## src/rtl/layer3_pkg.sv

```systemverilog
// Shared types and constants for the layer-3 pooled-pixel writeback path.
package layer3_pkg;

  localparam int unsigned PIXEL_W = 128;
  localparam int unsigned WORD_W  = 32;
  localparam int unsigned BEATS   = PIXEL_W / WORD_W;
  localparam int unsigned BEAT_W  = $clog2(BEATS);

  typedef logic [PIXEL_W-1:0] pool_pixel_t;

  typedef struct packed {
    pool_pixel_t data;
    logic [15:0] prow;
    logic [15:0] pcol;
  } wb_entry_t;

  typedef enum logic {
    WB_IDLE,
    WB_BURST
  } wb_state_t;

  // Byte address of beat 0 of pooled pixel (prow, pcol); wraps modulo 2^32.
  function automatic logic [31:0] pixel_addr(input logic [31:0] base,
                                             input logic [31:0] width,
                                             input logic [15:0] prow,
                                             input logic [15:0] pcol);
    logic [31:0] idx;
    idx = {16'b0, prow} * width + {16'b0, pcol};
    return base + ((idx * BEATS) << 2);
  endfunction

endpackage

```

## src/rtl/layer3_wb_fifo.sv

```systemverilog
// Synchronous FIFO of writeback entries; a push into a full FIFO succeeds only
// when a pop frees the head slot in the same cycle.
module layer3_wb_fifo
  import layer3_pkg::*;
#(
  parameter int unsigned DEPTH = 4
) (
  input  logic                   clk,
  input  logic                   rst,
  input  logic                   push,
  input  logic                   pop,
  input  wb_entry_t              wr_entry,
  output wb_entry_t              rd_entry,
  output logic                   full,
  output logic                   empty,
  output logic [$clog2(DEPTH):0] count
);

  localparam int unsigned AW = $clog2(DEPTH);
  localparam int unsigned CW = AW + 1;
  localparam logic [AW:0] FULL_COUNT = CW'(DEPTH);

  wb_entry_t     mem [DEPTH];
  logic [AW-1:0] wr_ptr;
  logic [AW-1:0] rd_ptr;
  logic          do_push;
  logic          do_pop;

  always_comb begin
    full     = (count == FULL_COUNT);
    empty    = (count == '0);
    do_pop   = pop && !empty;
    do_push  = push && (!full || do_pop);
    rd_entry = mem[rd_ptr];
  end

  always_ff @(posedge clk) begin
    if (do_push) begin
      mem[wr_ptr] <= wr_entry;
    end
  end

  always_ff @(posedge clk or negedge rst) begin
    if (!rst) begin
      wr_ptr <= '0;
      rd_ptr <= '0;
      count  <= '0;
    end else begin
      if (do_push) begin
        wr_ptr <= wr_ptr + 1'b1;
      end
      if (do_pop) begin
        rd_ptr <= rd_ptr + 1'b1;
      end
      unique case ({do_push, do_pop})
        2'b10:   count <= count + 1'b1;
        2'b01:   count <= count - 1'b1;
        default: count <= count;
      endcase
    end
  end

endmodule

```

## src/rtl/layer3_pool_writeback.sv

```systemverilog
// Captures stride-2 pooled pixels, buffers them and writes each one to the
// layer-4 feature-map SRAM as BEATS consecutive 32-bit req/gnt beats.
module layer3_pool_writeback
  import layer3_pkg::*;
#(
  parameter int unsigned DATA_W     = 128,
  parameter int unsigned BUS_W      = 32,
  parameter int unsigned FIFO_DEPTH = 4,
  parameter int unsigned OUT_WIDTH  = 13,
  parameter logic [31:0] BASE_ADDR  = 32'h0,
  parameter int unsigned DECIMATE   = 1
) (
  input  logic              clk,
  input  logic              rst,
  input  logic              save_enable,
  input  logic [15:0]       output_row,
  input  logic [15:0]       output_col,
  input  logic [DATA_W-1:0] output_data,
  input  logic              layer3_calculation_done,
  output logic              mem_req,
  output logic [31:0]       mem_addr,
  output logic [BUS_W-1:0]  mem_wdata,
  input  logic              mem_gnt,
  output logic              layer3_store_done,
  output logic              overflow
);

  wb_state_t                   state;
  wb_entry_t                   in_entry;
  wb_entry_t                   fifo_head;
  wb_entry_t                   hold;
  logic                        fifo_full;
  logic                        fifo_empty;
  logic [$clog2(FIFO_DEPTH):0] fifo_count;
  logic [BEAT_W-1:0]           beat;
  logic [BEAT_W-1:0]           next_beat;
  logic                        last_beat;
  logic                        push;
  logic                        pop;
  logic                        done_latch;
  logic                        store_fire;

  always_comb begin
    push          = save_enable &&
                    ((DECIMATE == 0) || (!output_row[0] && !output_col[0]));
    in_entry.data = output_data;
    in_entry.prow = output_row >> DECIMATE;
    in_entry.pcol = output_col >> DECIMATE;
    last_beat     = (beat == BEAT_W'(BEATS - 1));
    next_beat     = beat + 1'b1;
    // Pops only ever consume stored entries: a same-cycle push never bypasses.
    pop           = !fifo_empty &&
                    ((state == WB_IDLE) ||
                     ((state == WB_BURST) && mem_gnt && last_beat));
    store_fire    = (done_latch || layer3_calculation_done) &&
                    (fifo_count == '0) && (state == WB_IDLE) && !push;
  end

  layer3_wb_fifo #(
    .DEPTH(FIFO_DEPTH)
  ) u_fifo (
    .clk     (clk),
    .rst     (rst),
    .push    (push),
    .pop     (pop),
    .wr_entry(in_entry),
    .rd_entry(fifo_head),
    .full    (fifo_full),
    .empty   (fifo_empty),
    .count   (fifo_count)
  );

  always_ff @(posedge clk or negedge rst) begin
    if (!rst) begin
      state     <= WB_IDLE;
      hold      <= '0;
      beat      <= '0;
      mem_req   <= 1'b0;
      mem_addr  <= '0;
      mem_wdata <= '0;
    end else begin
      unique case (state)
        WB_IDLE: begin
          if (!fifo_empty) begin
            hold      <= fifo_head;
            beat      <= '0;
            mem_addr  <= pixel_addr(BASE_ADDR, 32'(OUT_WIDTH),
                                    fifo_head.prow, fifo_head.pcol);
            mem_wdata <= fifo_head.data[BUS_W-1:0];
            mem_req   <= 1'b1;
            state     <= WB_BURST;
          end
        end
        WB_BURST: begin
          if (mem_gnt) begin
            if (!last_beat) begin
              beat      <= next_beat;
              mem_addr  <= mem_addr + 32'd4;
              mem_wdata <= hold.data[next_beat*BUS_W +: BUS_W];
            end else if (!fifo_empty) begin
              // Next pixel loads directly from BURST so req never drops.
              hold      <= fifo_head;
              beat      <= '0;
              mem_addr  <= pixel_addr(BASE_ADDR, 32'(OUT_WIDTH),
                                      fifo_head.prow, fifo_head.pcol);
              mem_wdata <= fifo_head.data[BUS_W-1:0];
            end else begin
              mem_req <= 1'b0;
              state   <= WB_IDLE;
            end
          end
        end
        default: state <= WB_IDLE;
      endcase
    end
  end

  always_ff @(posedge clk or negedge rst) begin
    if (!rst) begin
      done_latch        <= 1'b0;
      layer3_store_done <= 1'b0;
      overflow          <= 1'b0;
    end else begin
      done_latch        <= (done_latch || layer3_calculation_done) && !store_fire;
      layer3_store_done <= store_fire;
      if (push && fifo_full && !pop) begin
        overflow <= 1'b1;
      end
    end
  end

endmodule

```

## config.mk

```make
export PLATFORM = sky130hd
export DESIGN_NAME = layer3_pool_writeback
export DESIGN_NICKNAME = d
export VERILOG_FILES = /design/src/rtl/layer3_pkg.sv /design/src/rtl/layer3_wb_fifo.sv /design/src/rtl/layer3_pool_writeback.sv
export SDC_FILE = /design/constraint.sdc
export NUM_CORES = 1
export LEC_CHECK = 0
export CAP_MARGIN = 20
export CORE_MARGIN = 5
export CORE_UTILIZATION = 30
export CTS_CLUSTER_DIAMETER = 60
export DETAILED_ROUTE_END_ITERATION = 10
export PLACE_DENSITY = 0.46
export SYNTH_ARGS = -nofsm -noshare
export SYNTH_HDL_FRONTEND = slang
export SYNTH_HIERARCHICAL = 1
export SYNTH_SLANG_ARGS = --single-unit
```

## constraint.sdc

```tcl
create_clock -name clk -period 14.5 [get_ports clk]
set_input_delay 2.9 -clock clk [delete_from_list [all_inputs] [get_ports clk]]
set_output_delay 2.9 -clock clk [all_outputs]
set_load 0.05 [all_outputs]
```

# After elaboration in Yosys (flattened, before gate mapping)
# Memory sizes are Yosys's and may differ from the RTL's.
# Cells that the tools add are included.
# Widths: inputs -> output; s select.
# classes
bitwise_logic	1
shift	1
add_sub_neg	7
n_eq_ne	8
reduce_logical	27
muxes	28
n_mul	1
# ops
cell	n
$mux 160	3
$pmux 160 s2	1
$mux 32	6
$pmux 32 s2	2
$shiftx 128x8->32	1
$add 32x3->32 const B	1
$add 20x16->21	1
$mul 16x4->20 const B	1
$logic_and 1x1->1	13
$mux 1	9
$logic_not 1->1	7
$add 2x1->2 const B	3
$mux 2	3
$pmux 3 s2	1
$eq 2x2->1 const B	2
$ne 2x1->1 const B	2
$ne 2x2->1 const B	2
$pmux 1 s2	2
$pmux 2 s2	1
$reduce_and 4->1	1
$add 3x1->3 const B	1
$eq 3x3->1 const B	1
$logic_not 3->1	1
$logic_or 1x1->1	3
other kinds (5)	5
# word_totals
inputBits	165
mem_bits_rw	632
mem_count	1
ff_bits	238
out_inout_bits	67
# mem_list
name	depth	width	read_ports	rd_ports_with_merged_regs	wr	line_no	source
u_fifo.mem	4	158	1	0	1	layer3_wb_fifo.sv:23	wb_entry_t mem [DEPTH];

# Depth between registers and ports, before layout
# Gate-level depths: netlist (run 1).
# logic_depth
ltp_word	9
ltp_mapped	16
mapped_depth_nobuf	13

# By module
# The synthesis (run 1) kept the hierarchy.
# by_module_without_submodules
module	seq_area_each_um2	area_per_inst_um2	n_inst	cells_per_inst
layer3_wb_fifo	19393.6	23486.3	1	874
layer3_pool_writeback	4979.8	11060.6	1	1200

# Least setup slack after synthesis (run 1)
# No wires, ideal clock.
# synth_timing
kind	in2reg
startpoint	input port mem_gnt
endpoint	memory u_fifo/mem[0][0] in the netlist's numbering, enable pin
cell_stages	8
n_path_buf	3
arrival_time_ns	6.058
path_slack_ns	7.991
setup_ns	0.451
t_required_ns	14.049
cell_sequence	buf_4 nand2b_1 nand2_1 inv_1 buf_2 buf_1 o21a_4 and2_2
# synth_between
elab_chain_len	9
# synth_lines
element	line_no	source
start, declared	layer3_pool_writeback.sv:23	input logic mem_gnt,
$logic_and 1x1->1 (2 in series)	layer3_pool_writeback.sv:54	((state == WB_BURST) && mem_gnt && last_beat));
$logic_or 1x1->1	layer3_pool_writeback.sv:53	((state == WB_IDLE) ||
$logic_and 1x1->1	layer3_pool_writeback.sv:52	pop = !fifo_empty &&
named net pop	layer3_pool_writeback.sv:39	logic pop;
$logic_and 1x1->1	layer3_wb_fifo.sv:32	do_pop = pop && !empty;
$logic_or 1x1->1	layer3_wb_fifo.sv:33	do_push = push && (!full || do_pop);
$logic_and 1x1->1	layer3_wb_fifo.sv:33	
$mux 1	layer3_wb_fifo.sv:38	if (do_push) begin
$mux 1 (implied by the code)	layer3_wb_fifo.sv:39	mem[wr_ptr] <= wr_entry;
end, declared	layer3_wb_fifo.sv:23	
# The timed path passes the listed nets, and every way through them passes these cells.

# Final worst setup path (run 1)
# layout_timing
startpoint	input port mem_gnt
endpoint	memory u_fifo/mem[1][38] in the netlist's numbering, enable pin
# layout_between
elab_chain_len	9
# layout_lines
element	line_no
$logic_and 1x1->1 (2 in series)	layer3_pool_writeback.sv:54
$logic_or 1x1->1	layer3_pool_writeback.sv:53
$logic_and 1x1->1	layer3_pool_writeback.sv:52
$logic_and 1x1->1	layer3_wb_fifo.sv:32
$logic_or 1x1->1	layer3_wb_fifo.sv:33
$logic_and 1x1->1	layer3_wb_fifo.sv:33
$mux 1	layer3_wb_fifo.sv:38
$mux 1 (implied by the code)	layer3_wb_fifo.sv:39
# No other way between the ends.

==> results of run 1 <==
## state kept, by name, indices dropped and copies added, names as in the netlist
register	cells
u_fifo/rd_ptr	2
mem_addr	32
hold	128
mem_req	1
layer3_store_done	1
done_latch	1
u_fifo/count	3
overflow	1
mem_wdata	32
beat	2
u_fifo/wr_ptr	2
state	1
u_fifo/mem	640
## Yosys cell counts (9+ instances only)
cell      number  share of area
a21oi_1       48         0.0070
a222oi_1      19         0.0055
and3_1        11         0.0020
buf_1          9        0.00098
buf_2         28         0.0041
buf_6         10         0.0033
clkbuf_1      48         0.0052
dfrtp_1      206           0.15
edfxtp_1     640           0.56
fa_1          27          0.016
ha_1          52          0.019
inv_1         95          0.010
mux4_2       192           0.13
nand2_1      427          0.046
nand3_1       20         0.0029
nand4_1        9         0.0016
nor2_1        46         0.0050
nor3_1        11         0.0016
o21ai_0       19         0.0028
o22ai_1       17         0.0031
xnor2_1       12         0.0030
## worst max-delay path, delay by kind of cell
kind	cells	cell delay [ns]
buf+inv	3	2.41
compound gates	1	0.30
simple gates	3	1.99
## cells in the final DEF, fill, tap and decap left out, types with 17 or more instances in the layout
| master | count |
|---|---|
| edfxtp_1 | 640 |
| nor2_1 | 45 |
| nand2_1 | 425 |
| clkdlybuf4s50_1 | 230 |
| clkbuf_16 | 101 |
| o22ai_1 | 17 |
| ha_1 | 51 |
| o21ai_0 | 19 |
| a21oi_1 | 47 |
| dfrtp_1 | 203 |
| clkinv_2 | 21 |
| a222oi_1 | 19 |
| fa_1 | 27 |
| inv_1 | 94 |
| nand3_1 | 20 |
| clkbuf_1 | 17 |
| mux4_2 | 192 |
## worst max-delay path by stage
stage	from	endpoint	slack (ns)
floorplan	mem_gnt	u_fifo/mem[0][0]	7.99
global placement	mem_gnt	u_fifo/mem[1][38]	6.19
detailed placement	mem_gnt	u_fifo/mem[1][38]	6.11
CTS	mem_gnt	u_fifo/mem[1][43]	6.83
global route	mem_gnt	u_fifo/mem[1][38]	6.51
finish	mem_gnt	u_fifo/mem[1][38]	6.80
## stage by stage
| stage | hold WS, ns | cell area [um^2] | cells | setup slack [ns] |
|---|---|---|---|---|
| finish | 0.468 | 41900 | 3942 | 6.80 |
| global route | 0.486 | 41900 | 3934 | 6.51 |
| CTS | 0.472 | 41900 | 3934 | 6.83 |
| detailed placement | 0.457 | 38600 | 3745 | 6.11 |
| global placement | 0.453 | 38500 | 3744 | 6.19 |
| floorplan | 0.440 | 34600 | 2081 | 7.99 |
## report_power, final
group	switching [mW]	internal, mW	leakage [nW]
logic	2.80	1.90	5.26
registers	0.274	2.97	8.36
clock network	1.01	1.46	1.63
total	4.09	6.33	15.2
## final cells by class
class	instances	area, um^2	share of cell area
well taps	1512	1890	0.0452
flip-flops and latches	846	24400	0.582
inverters	95	362	0.00863
clock buffers	127	2720	0.0648
repair buffers	250	2520	0.0602
diodes	8	20.0	0.000478
clock inverters	62	604	0.0144
multi-input cells	1042	9400	0.224
## cell families (layout without fill, tap and decap cells)
family,count (synthesis),after routing,synth area share
compound gates,168,168,0.0339
xor+xnor,20,20,0.00507
fa+ha+maj,79,79,0.0345
buf+inv,193,534,0.0245
flops,846,846,0.706
mux,198,198,0.127
other cells,1,16,0.000109
simple gates,569,569,0.0694
## metal layers
layer	track usage	wire length (um)	vias to the layer above
met5	0	95	-
met4	0.0351	2210	14
li1	-	-	8393
met2	0.259	46000	519
met3	0.0356	5620	154
met1	0.203	39700	9870
==> results_dict.tcl, run 1 <==
set metrics [dict create \
    place_hpwl_mm 60.3 \
    path_clk_slew_ns 0.06 \
    crit_fanout 93 \
    die_h_um 349 \
    rr_endpoint "u_fifo/mem[1][38]" \
    cp-end-kind "register" \
    period_minus_slack_ns 7.70 \
    synth_area_per_cell_um2 16.7 \
    drt_iter0_drc 1288 \
    num_rows 124 \
    synthArstFlopShare 0.243 \
    ios 232 \
    grt_pass1_vias 19968 \
    ys_warn_count 6 \
    post-route-drc-count 0 \
    min_from "hold[101]" \
    grt_max_degree 147 \
    min_period_over_period 0.531 \
    rsz0062_at_grt "false" \
    postCtsHoldBufs 0 \
    globalRouteOverflowTotal 0 \
    cts-resized-gates 0 \
    worstPathCellList "clkdlybuf4s50_1 > nand2b_1 > nand2_4 > inv_6 > o21a_4 > and2_4 > buf_4" \
    syn_inst 2074 \
    nets 2579 \
    grt_pass1_wl_mm 139 \
    maxSlewViolCount 0 \
    cp.required_ns 14.78 \
    place.gp.congestion 0.780 \
    wl_mm 93.6 \
    setup_viol 0 \
    slowest_stage "buf_4" \
    antenna_found_initial 30 \
    power.density_nw_per_um2 249 \
    ys_seq_area_frac 0.706 \
    route.vias.total 18950 \
    grtUsageTotal 0.153 \
    reg2reg_from "beat[0]" \
    hold_viol_final 0 \
    critPathArrivalTime_ns 7.98 \
    whs_endpoint "hold[101]" \
    hold_class "register to register" \
    initial_core_util 0.302 \
    relSlewSlack 0.213 \
    vdd_drop_max_mv 0.264 \
    cp-start-kind "primary input" \
    synth_edf_count 640 \
    first_pass_iters 5 \
    fin_total_pwr_mw 10.4 \
    wire_per_inst_um 23.7 \
    ant_nets 0 \
    die_area_um2 122000 \
    clock_path_buffers 3 \
    fillers 10690 \
    cts_setup_buffers 0 \
    cts_tree "yes" \
    insertion_delay_ns 0.67 \
    fin_util 0.366 \
    hold_path_depth 2 \
    root_buffer "clkbuf_16" \
    fmax_mhz 130 \
    drive_above_1_share 0.166 \
    tightest_slew_ns 1.18 \
    max_stage_delay_ns 0.94 \
    post_drt_via_cell_ratio 4.81 \
    port_buffers 231 \
    status "complete, no violations" \
    cap_violations 0 \
    finalSetupTns_ns 0 \
    cts-htree-levels 3 \
    reg2regPathDepth 8 \
    synth_cell_types 77 \
    p_leak_nw 15.2 \
    synth_ff_type "edfxtp_1" \
    finalClockSkew_ns 0.0282 \
    area_delta_synth_final_pct 21.3 \
    cts_made_buffers 100 \
    clkSinkCount 846 \
    rrSetupSlack_ns 8.13 \
    netlist_area_um2 34500 \
    synth_seq_cells 846 \
    die_x_um 349 \
    core_um2 114000 \
    critical_path_class "primary input to register" \
]
(Power assumes the default switching activity.)
==> run 2, diff against run 1 <==
--- a/config.mk
+++ b/config.mk
@@ -10,7 +10,7 @@
 export CORE_UTILIZATION = 30
 export CTS_CLUSTER_DIAMETER = 60
 export DETAILED_ROUTE_END_ITERATION = 10
-export PLACE_DENSITY = 0.46
+export PLACE_DENSITY = 0.48
 export SYNTH_ARGS = -nofsm -noshare
 export SYNTH_HDL_FRONTEND = slang
 export SYNTH_HIERARCHICAL = 1
==> constraint.sdc (replaced) <==
create_clock -name clk -period 6.35 [get_ports clk]
set_input_delay 1.27 -clock clk [delete_from_list [all_inputs] [get_ports clk]]
set_output_delay 1.27 -clock clk [all_outputs]
set_load 0.05 [all_outputs]
==> run 2 against run 1 <==
Combinational power rose by 130%. Critical endpoint is now mem_addr[21]. Critical path depth grew 6. Sequential cell count unchanged. Wire length up 1.8%. Total power grew 130%. Sequential share of layout area is 0.32 points lower. Global-route usage up 0.28 points. Clock skew is 0.0043 ns lower. Final area is 0.55% higher. Via count decreased by 0.17%. Largest power group unchanged.
==> results_dict.tcl, run 2 (same netlist as run 1, synthesis figures left out) <==
set metrics [dict create \
    num_rows 124 \
    drt_iter0_drc 1186 \
    cts_tree "yes" \
    rr_endpoint "mem_addr[21]" \
    antenna_found_initial 33 \
    critPathArrivalTime_ns 5.48 \
    hold_class "register to register" \
    grt_max_degree 146 \
    max_stage_delay_ns 0.73 \
    largest_register_ffs 640 \
    layout_top_registers "u_fifo/mem x640, hold x128" \
    postCtsHoldBufs 0 \
    slowest_stage "dfrtp_4" \
    route.vias.total 18917 \
    setup_viol 0 \
    maxSlewViolCount 0 \
    fin_util 0.368 \
    tightest_slew_ns 0.968 \
    hold_viol_final 0 \
    worst_slack_ns 1.38 \
    grt_pass1_vias 20344 \
    place.gp.congestion 0.819 \
    ios 232 \
    hold_path_depth 2 \
    regMostFlops "u_fifo/mem" \
    worstPathCellList "mux4_2 > ha_1 > fa_1 > inv_1 > fa_1 > inv_1 > ha_1 > a21o_1 > a21oi_1 > or4b_1 > a21oi_1 > mux2i_1 > a211oi_1" \
    layout_common_cells "640 x edfxtp_1, 425 x nand2_1, 230 x clkdlybuf4s50_1" \
    wire_per_inst_um 24.1 \
    dpl_cell_area_um2 38700 \
    reg2regPathDepth 13 \
    multiInputGateArea_um2 9400 \
    insertion_delay_ns 0.66 \
    ant_nets 0 \
    root_buffer "clkbuf_16" \
    post_drt_via_cell_ratio 4.79 \
    die_x_um 349 \
    fillers 10643 \
    rsz0062_at_grt "false" \
    final_cells 3952 \
    min_from "hold[109]" \
    globalRouteOverflowTotal 0 \
    post-route-drc-count 0 \
    nets 2589 \
    path_clk_slew_ns 0.06 \
    rrSetupSlack_ns 1.38 \
    cap_violations 0 \
    port_buffers 231 \
    reg2reg_from "u_fifo/rd_ptr[0]" \
    power.density_nw_per_um2 574 \
    finalClockSkew_ns 0.0239 \
    clock_path_buffers 3 \
    cts-resized-gates 0 \
    status "complete, no violations" \
    first_pass_iters 5 \
    clkSinkCount 846 \
    period_minus_slack_ns 4.97 \
    critical_path_class "register to register" \
    final_area_um2 42100 \
    place_hpwl_mm 62.7 \
    min_period_over_period 0.783 \
    cts-htree-levels 3 \
    place_ws_ns 1.33 \
    drive_above_1_share 0.167 \
    fmax_mhz 201 \
    cts_setup_buffers 0 \
    finalSetupTns_ns 0 \
    vdd_drop_max_mv 0.571 \
    die_h_um 349 \
    grt_pass1_wl_mm 141 \
    regArea_um2 24400 \
    cp-start-kind "register" \
    die_area_um2 122000 \
    core_um2 114000 \
    grtUsageTotal 0.156 \
    crit_fanout 23 \
    cts_made_buffers 96 \
    whs_endpoint "hold[109]" \
    cp.required_ns 6.86 \
    wl_mm 95.3 \
    dp_cells 3758 \
    relSlewSlack 0.354 \
    cp-end-kind "register" \
    p_leak_nw 15.3 \
    area_delta_synth_final_pct 21.9 \
    layout_commonest_cell "edfxtp_1" \
    initial_core_util 0.302 \
]
==> run 2: changes by cell type in the layout (fill, tap and decap cells not counted), sizes merged <==
| cell | previous run | this run |
|---|---|---|
| buf | 20 | 34 |
| bufinv | 7 | 13 |
| clkbuf | 127 | 133 |
| clkinv | 43 | 26 |
| clkinvlp | 4 | 5 |
| diode | 8 | 11 |
| inv | 103 | 100 |
==> run 2: stage by stage <==
| step | total power, mW | hold WS [ns] |
|---|---|---|
| after floorplan | 14.9 | 0.440 |
| after global placement | 18.6 | 0.453 |
| after detailed placement | 18.6 | 0.458 |
| after CTS | 24.5 | 0.473 |
| after global routing | 25.8 | 0.489 |
| final | 24.2 | 0.469 |
==> run 2: how the worst max path moves through the flow <==
| stage | to | cells past startpoint | start | slack [ns] |
|---|---|---|---|---|
| 2_1_floorplan | u_fifo/mem[0][0] | 8 | mem_gnt | 1.47 |
| 3_3_place_gp | mem_addr[21] | 13 | u_fifo/rd_ptr[0] | 1.36 |
| 3_5_place_dp | mem_addr[22] | 13 | u_fifo/rd_ptr[0] | 1.33 |
| 4_1_cts | mem_addr[22] | 13 | u_fifo/rd_ptr[0] | 1.32 |
| 5_1_grt | mem_addr[21] | 13 | u_fifo/rd_ptr[0] | 1.09 |
| 6_report | mem_addr[21] | 13 | u_fifo/rd_ptr[0] | 1.38 |
==> run 2: area by class of cell <==
class	instances	area share
Tap cell	1512	0.0449
Timing Repair Buffer	264	0.0649
Clock buffer	133	0.0638
Multi-Input combinational cell	1042	0.223
Sequential cell	846	0.579
Antenna cell	11	0.000653
Clock inverter	49	0.0153
Inverter	95	0.00858
==> run 2: layer usage <==
metal	global-route usage	wire, um
met5	0	102
met4	0.0398	2360
met3	0.0412	6550
met2	0.264	46900
met1	0.202	39300
==> run 2: worst max-delay path, delay by kind of cell, from the launching register on <==
family	cells	cell delay [ns]
AOI/OAI and AO/OA	4	0.86
adders and majority gates	4	1.73
buffers and inverters	2	0.10
DFF	1	0.73
muxes	2	0.87
and+or+nand+nor	1	0.50
==> run 2: report_power, final <==
part | internal (mW) | switching, mW | leakage (nW)
combinational | 4.36 | 6.68 | 5.36
clock | 3.50 | 2.25 | 1.62
sequential | 6.77 | 0.610 | 8.36
==> run 3, diff against run 2 <==
--- a/config.mk
+++ b/config.mk
@@ -10,7 +10,7 @@
 export CORE_UTILIZATION = 30
 export CTS_CLUSTER_DIAMETER = 60
 export DETAILED_ROUTE_END_ITERATION = 10
-export PLACE_DENSITY = 0.48
+export PLACE_DENSITY = 0.46
 export SYNTH_ARGS = -nofsm -noshare
 export SYNTH_HDL_FRONTEND = slang
 export SYNTH_HIERARCHICAL = 1
==> constraint.sdc (replaced) <==
create_clock -name clk -period 5 [get_ports clk]
set_input_delay 1 -clock clk [delete_from_list [all_inputs] [get_ports clk]]
set_output_delay 1 -clock clk [all_outputs]
set_load 0.05 [all_outputs]
==> run 3 against run 2 <==
Non-clock buffer count grew 7. Clock skew shrank 0.0085 ns. Final area is essentially flat. Worst setup slack lost 1.1 ns. Count of clock-buffer cells in the layout grew 1. Fmax grew 4.9%. Largest cell class unchanged. Sequential power grew 26%. Sequential share of layout area is essentially flat. Worst hold slack lost 0.15 ns. Largest power group unchanged.
==> results_dict.tcl, run 3 (same netlist as run 1, synthesis figures left out) <==
set metrics [dict create \
    slowest_stage "mux4_2" \
    route.vias.total 19128 \
    grtUsageTotal 0.158 \
    hold_class "primary input to async pin" \
    path_clk_slew_ns 0.06 \
    regMostFlops "u_fifo/mem" \
    cp_num_buf_inv 2 \
    tightest_slew_ns 1.03 \
    finalSetupTns_ns 0 \
    place_hpwl_mm 63.7 \
    rrSetupSlack_ns 0.26 \
    post-route-drc-count 0 \
    wl_mm 96.7 \
    crit_fanout 13 \
    min_period_over_period 0.948 \
    hold_viol_final 0 \
    cp.required_ns 5.55 \
    crit_family "adder cells" \
    nets 2596 \
    critPathArrivalTime_ns 5.29 \
    die_x_um 349 \
    insertion_delay_ns 0.66 \
    grt_pass1_vias 20152 \
    die_area_um2 122000 \
    cp-start-kind "register" \
    status "complete, no violations" \
    initial_core_util 0.302 \
    fmax_mhz 211 \
    p_leak_nw 15.4 \
    max_stage_delay_ns 0.60 \
    layout_common_cells "640 x edfxtp_1, 425 x nand2_1, 230 x clkdlybuf4s50_1" \
    post_drt_via_cell_ratio 4.83 \
    port_buffers 231 \
    root_buffer "clkbuf_16" \
    maxSlewViolCount 0 \
    drive_above_1_share 0.170 \
    cts_setup_buffers 0 \
    num_rows 124 \
    relSlewSlack 0.313 \
    rsz0062_at_grt "false" \
    place.gp.congestion 0.816 \
    ant_nets 0 \
    cts_tree "yes" \
    setup_viol 0 \
    cp-end-kind "register" \
    drt_iter0_drc 1231 \
    grt_max_degree 146 \
    rr_endpoint "mem_addr[22]" \
    globalRouteOverflowTotal 0 \
    area_delta_synth_final_pct 22.0 \
    cap_violations 0 \
    period_minus_slack_ns 4.74 \
    wire_per_inst_um 24.4 \
    worstPathCellList "mux4_2 > ha_1 > fa_1 > inv_1 > fa_1 > inv_1 > ha_1 > a2111oi_0 > o21ai_1 > a311o_1 > a31o_2 > and3_1 > a311oi_1" \
    finalClockSkew_ns 0.0154 \
    grt_pass1_wl_mm 142 \
    cts-htree-levels 3 \
    hold_ws_ns 0.317 \
    largest_register_ffs 640 \
    vdd_drop_max_mv 0.849 \
    core_um2 114000 \
    reg2reg_from "u_fifo/rd_ptr[0]" \
    clock_path_buffers 3 \
    cts_made_buffers 96 \
    critical_path_class "register to register" \
    first_pass_iters 5 \
    reg2regPathDepth 13 \
    ios 232 \
    fillers 10674 \
    clkSinkCount 846 \
    die_h_um 349 \
    layout_top_registers "u_fifo/mem x640, hold x128" \
    layout_commonest_cell "edfxtp_1" \
    power.density_nw_per_um2 721 \
    antenna_found_initial 41 \
]
-- run 3: changes by cell type in the layout (fill, tap and decap cells not counted), sizes merged --
cell and delta:
buf +7, bufinv -3, clkbuf +1, clkinv +1
clkinvlp -2, inv +3
-- run 3: layout make-up --
class | instances | area, um^2 | area share
inverter | 95 | 362 | 0.00858
antenna | 11 | 27.5 | 0.000653
tap | 1512 | 1890 | 0.0449
timing repair buffer | 271 | 2800 | 0.0664
multi-input combinational | 1042 | 9400 | 0.223
sequential | 846 | 24400 | 0.579
clock inverter | 48 | 579 | 0.0137
clock buffer | 134 | 2700 | 0.0640
-- run 3: metrics by stage --
| stage | area, um^2 | std cells | util | setup slack, ns | power, mW |
|---|---|---|---|---|---|
| after floorplan | 34600 | 2081 | - | 0.391 | 18.9 |
| after global placement | 38800 | 3765 | 0.339 | 0.312 | 23.5 |
| after detailed placement | 38800 | 3765 | 0.339 | 0.279 | 23.6 |
| after CTS | 42100 | 3947 | 0.368 | 0.249 | 30.9 |
| after global routing | 42100 | 3949 | 0.368 | 0.0290 | 32.4 |
| final | 42100 | 3959 | 0.368 | 0.259 | 30.4 |
-- run 3: routing by layer --
| metal | share of wire | track usage | wire length [um] |
|---|---|---|---|
| met1 | 0.42 | 0.207 | 40700 |
| met2 | 0.49 | 0.263 | 47500 |
| met3 | 0.065 | 0.0428 | 6290 |
| met4 | 0.022 | 0.0371 | 2090 |
| met5 | 0.0016 | 0 | 158 |
-- run 3: worst register-to-register path: cells and delay by family (launching register included) --
| kind | cells | cell delay, ns |
|---|---|---|
| adders and majority gates | 4 | 1.68 |
| AOI/OAI and AO/OA | 5 | 1.50 |
| muxes | 1 | 0.61 |
| DFF | 1 | 0.58 |
| and+or+nand+nor | 1 | 0.15 |
| buffers and inverters | 2 | 0.10 |
-- run 3: how the worst max path moves through the flow --
stage	from	endpoint	slack, ns	depth (start not counted)
floorplan	mem_gnt	u_fifo/mem[0][0]	0.39	8
global placement	u_fifo/rd_ptr[0]	mem_addr[21]	0.31	13
detailed placement	u_fifo/rd_ptr[0]	mem_addr[22]	0.28	13
CTS	u_fifo/rd_ptr[0]	mem_addr[22]	0.25	13
global route	u_fifo/rd_ptr[0]	mem_addr[21]	0.03	13
finish	u_fifo/rd_ptr[0]	mem_addr[22]	0.26	13
-- run 3: what timing repair did --
item / 4_1_cts / 5_1_grt
hold buffers: 0 / 0
setup endpoints to repair: 0 / 1
resized for setup: 0 / 1
-- run 3: power by group --
part / switching [mW] / internal [mW]
logic: 8.37 / 5.56
clock network: 2.88 / 4.32
registers: 0.680 / 8.59
